===== src/rtl/ex_wb_buffer.sv =====
//==============================================================================
// Module   : ex_wb_buffer
// Purpose  : 2-entry in-order skid buffer between the ALU output and
//            writeback. Optional result flags are enabled by EX_WB_FLAGS_EN.
// Revision : 1.0 - initial release
//==============================================================================
`default_nettype none

module ex_wb_buffer #(
   parameter int bus_size      = 8,
   parameter int reg_addr_size = 3
) (
   input  logic                     clk,
   input  logic                     rst_n,
   input  logic                     flush,
   input  logic                     in_valid,
   output logic                     in_ready,
   input  logic [bus_size-1:0]      in_result,
   input  logic [reg_addr_size-1:0] in_dest,
   input  logic                     in_wr_en,
   output logic                     out_valid,
   input  logic                     out_ready,
   output logic [bus_size-1:0]      out_result,
   output logic [reg_addr_size-1:0] out_dest,
   output logic                     out_wr_en,
   output logic                     out_zero,
   output logic                     out_neg,
   output logic [1:0]               count
);

   typedef enum logic [1:0] {
      EMPTY = 2'd0,
      ONE   = 2'd1,
      FULL  = 2'd2
   } state_t;

   state_t state;
   state_t state_nxt;

   logic push;
   logic pop;
   logic load0_in;
   logic load0_shift;
   logic load1_in;

   // Slot 0 is always the head; slot 1 holds the younger entry when FULL.
   logic [bus_size-1:0]      result0, result1;
   logic [reg_addr_size-1:0] dest0,   dest1;
   logic                     wr_en0,  wr_en1;

   always_ff @(posedge clk) begin
      if (!rst_n) state <= EMPTY;
      else        state <= state_nxt;
   end

   always_comb begin
      state_nxt   = state;
      load0_in    = 1'b0;
      load0_shift = 1'b0;
      load1_in    = 1'b0;
      push        = in_valid && (state != FULL);
      pop         = out_ready && (state != EMPTY);
      case (state)
         EMPTY: begin
            if (push) begin
               state_nxt = ONE;
               load0_in  = 1'b1;
            end
         end
         ONE: begin
            if (push && pop) begin
               load0_in = 1'b1;
            end else if (push) begin
               state_nxt = FULL;
               load1_in  = 1'b1;
            end else if (pop) begin
               state_nxt = EMPTY;
            end
         end
         FULL: begin
            if (pop) begin
               state_nxt   = ONE;
               load0_shift = 1'b1;
            end
         end
         default: state_nxt = EMPTY;
      endcase
      // Flush discards everything, including a same-cycle push or pop.
      if (flush) begin
         state_nxt   = EMPTY;
         load0_in    = 1'b0;
         load0_shift = 1'b0;
         load1_in    = 1'b0;
      end
   end

   always_ff @(posedge clk) begin
      if (!rst_n) begin
         result0 <= '0;
         dest0   <= '0;
         wr_en0  <= 1'b0;
         result1 <= '0;
         dest1   <= '0;
         wr_en1  <= 1'b0;
      end else begin
         if (load0_in) begin
            result0 <= in_result;
            dest0   <= in_dest;
            wr_en0  <= in_wr_en;
         end else if (load0_shift) begin
            result0 <= result1;
            dest0   <= dest1;
            wr_en0  <= wr_en1;
         end
         if (load1_in) begin
            result1 <= in_result;
            dest1   <= in_dest;
            wr_en1  <= in_wr_en;
         end
      end
   end

`ifdef EX_WB_FLAGS_EN
   logic in_zero;
   logic in_neg;
   logic zero0, neg0, zero1, neg1;

   assign in_zero = (in_result == '0);
   assign in_neg  = in_result[bus_size-1];

   always_ff @(posedge clk) begin
      if (!rst_n) begin
         zero0 <= 1'b0;
         neg0  <= 1'b0;
         zero1 <= 1'b0;
         neg1  <= 1'b0;
      end else begin
         if (load0_in) begin
            zero0 <= in_zero;
            neg0  <= in_neg;
         end else if (load0_shift) begin
            zero0 <= zero1;
            neg0  <= neg1;
         end
         if (load1_in) begin
            zero1 <= in_zero;
            neg1  <= in_neg;
         end
      end
   end

   assign out_zero = zero0;
   assign out_neg  = neg0;
`else
   assign out_zero = 1'b0;
   assign out_neg  = 1'b0;
`endif

   assign in_ready   = (state != FULL);
   assign out_valid  = (state != EMPTY);
   assign count      = state;
   assign out_result = result0;
   assign out_dest   = dest0;
   assign out_wr_en  = wr_en0;

endmodule

`default_nettype wire


===== config.mk =====
export PLATFORM = sky130hd
export DESIGN_NAME = ex_wb_buffer
export DESIGN_NICKNAME = d
export VERILOG_FILES = /design/src/rtl/ex_wb_buffer.sv
export SDC_FILE = /design/constraint.sdc
export NUM_CORES = 1
export LEC_CHECK = 0
export CELL_PAD_IN_SITES_DETAIL_PLACEMENT = 0
export CELL_PAD_IN_SITES_GLOBAL_PLACEMENT = 2
export CORE_AREA = 2 2 75 77
export CTS_BUF_LIST = sky130_fd_sc_hd__clkbuf_16
export CTS_CLUSTER_DIAMETER = 60
export DETAILED_ROUTE_END_ITERATION = 8
export DIE_AREA = 0 0 77 79
export HOLD_SLACK_MARGIN = 0.02
export PLACE_DENSITY_LB_ADDON = 0.15
export SLEW_MARGIN = 20
export SYNTH_ARGS = -nofsm -noshare
export SYNTH_HDL_FRONTEND = slang
export SYNTH_SLANG_ARGS = --single-unit
export TNS_END_PERCENT = 20

===== constraint.sdc =====
create_clock -name clk -period 1.35 [get_ports clk]
set_input_delay 0.135 -clock clk [delete_from_list [all_inputs] [get_ports clk]]
set_output_delay 0.135 -clock clk [all_outputs]
set_load 0.005 [all_outputs]

==> results.yml <==
cells_and_area:
  syn2layout_area_growth_pct: 53.8
  finish.utilization: 0.353
  drive_gt1_frac: 0.196
  final_area_mm2: 0.00189
  fin_nets: 202
  diodes: 0
timing:
  slew_violations: 0
  clock_skew_ns: 0.00125
  min_period_ns: 1.30
  holdWs_ns: 0.468
  hold_viol: 0
  fin_crit_sh: 0.963
  setup_viol: 0
  fin_setup_tns_ns: 0
  max_freq_ghz: 0.769
  fin_ws_ns: 0.0496
pwr:
  pwr-share-comb: 0.146
  intPower_mw: 1.56
  netSwitchingPower_uw: 417
  p_per_area_mw_per_mm2: 1050
  clock_power_share: 0.442
  p_leak_nw: 0.655
  seqPwrFrac: 0.412
  ir_drop_v: 0.000445
  sw_frac_of_total: 0.211
yosys:
  synth-async-reset-ratio: 0
  syn_inst: 145
  synth_top_area_frac: 0.424
  netlist_area_mm2: 0.00123
  synth_ff_type: "dfxtp_1"
  synth_seq_cells: 26
  syn_area_per_cell_um2: 8.46
  synth_warnings: 0
  seq_area_frac_synth: 0.424
  yosys.area.top_type: "dfxtp_1"
  synthTopCellsByArea: "dfxtp_1, nand2_1, a21boi_0, o31ai_1, a31oi_1"
  ys_types: 28
  synth_edf_count: 0
  ys_top_cells_by_count: "dfxtp_1, nand2_1, a31oi_1, nand3_1, o21ai_0"
place:
  port_buffers: 32
  post-dp-hpwl_um: 2390
  gp_congestion: 0.685
  dpl-instance-area_mm2: 0.00175
  post-place-ws_ns: -0.242
critical_path:
  crit_chain: "clkdlybuf4s50_1"
  path_buf_inv: 1
  start_kind: "register"
  arrival_ns: 1.17
  path_class: "reg -> out"
  crit_path_top_delay_cell: "clkdlybuf4s50_1"
  cp-end-kind: "output port"
  path_max_fanout: 10
  critPathTopFamily: "buffers and inverters"
  required_ns: 1.22
  max_stage_delay_ns: 0.51
floorplan:
  io-pin-count: 35
  start_util: 0.230
  rows: 27
  die-area_mm2: 0.00608
  die_x_um: 77
  die_y_um: 79
  coreArea_mm2: 0.00534
route:
  vias: 1168
  vias_per_cell: 4.56
  post_drt_wl_per_cell_um: 13.2
  first_pass_iters: 4
  drt.antenna.violating_nets: 0
  wl_um: 3390
  dr.first_iter.drc_count: 66
  drc: 0
clocking:
  cts_setup_buffers: 0
  cts_resized: 5
  clockBufferDepth: 2
  cts_root_buffer: "clkbuf_16"
  htreeDepth: 1
  cts_made_buffers: 3
  ctsHoldBuffers: 0
  clkTransAtPathRegs_ns: 0.07
  clock-sinks: 26
  cts_tree: "built"
  insertion_delay_ns: 0.26
global_routing:
  grt_first_pass_wirelength_um: 5660
  grt_util_all_layers: 0.116
  grt_max_degree: 25
  grt_overflow_total: 0
  antenna_found_initial: 0
  grt_pass1_vias: 1201
hold_path:
  hp-class: "reg -> reg"
run:
  drv_cap: 0
status:
  status: "finished clean"
## through the flow
stage	power [mW]	std cells
after CTS	1.99	256
final	1.98	256
after global placement	1.11	252
after detailed placement	1.12	252
after floorplan	0.941	146
after global routing	2.05	256
## metal layers
metal,vias up,track usage,share of wire
met5,-,0,0
met4,0,0.0518,0.012
met3,4,0.0205,0.036
met2,27,0.194,0.47
met1,541,0.146,0.48
li1,596,-,-
## power by group through the flow
stage	combinational (mW)	clock [mW]	sequential, mW
after floorplan	0.108	0	0.833
after global placement	0.283	0	0.831
after detailed placement	0.284	0	0.832
after CTS	0.284	0.892	0.815
after global routing	0.314	0.923	0.818
final	0.289	0.874	0.814
## placed cells by master, fill, tap and decap left out, types with 2 or more instances in the layout
master / n
o21ai_0: 10
clkbuf_16: 3
o21ai_1: 2
a21boi_0: 10
buf_12: 6
nand2_1: 26
buf_4: 12
conb_1: 2
o31ai_2: 4
nand3_1: 12
dfxtp_1: 24
nand2b_1: 3
o31ai_1: 8
a21boi_1: 2
a31oi_1: 11
clkdlybuf4s50_1: 29
## final timing paths
path | end | cells past startpoint | startpoint | slack (ns)
worst max-delay path | count[0] | 1 | count[0] | 0.05
worst min-delay path | out_dest[1] | 2 | out_dest[1] | 0.47
worst max register to register | out_result[1] | 4 | count[1] | 0.07
worst min register to register | out_dest[1] | 2 | out_dest[1] | 0.47
## tightest hold or removal path: cells and delay by family, from the launching register on
kind            cells  cell delay (ns)
simple gates        1             0.05
flops               1             0.31
compound gates      1             0.06
## kinds of logic after synthesis
logic type      synth area share
other cells              0.00306
mux                      0.00816
flops                      0.424
compound gates             0.280
simple gates               0.203
buf+inv                   0.0816
## layout make-up
cell class / instances / area [um2]
Fill cell: 574 / 3450
Timing Repair Buffer: 50 / 527
Sequential cell: 26 / 526
Multi-Input combinational cell: 104 / 638
Clock buffer: 3 / 75.1
Tap cell: 72 / 90.1
Clock inverter: 1 / 30.0
## registers in the layout, summed over array words and instances, names as in the netlist
register    cells
count           2
dest1           3
out_dest        3
out_result      8
out_wr_en       1
result1         8
wr_en1          1
Note: power is estimated with default switching activity, not from simulation.
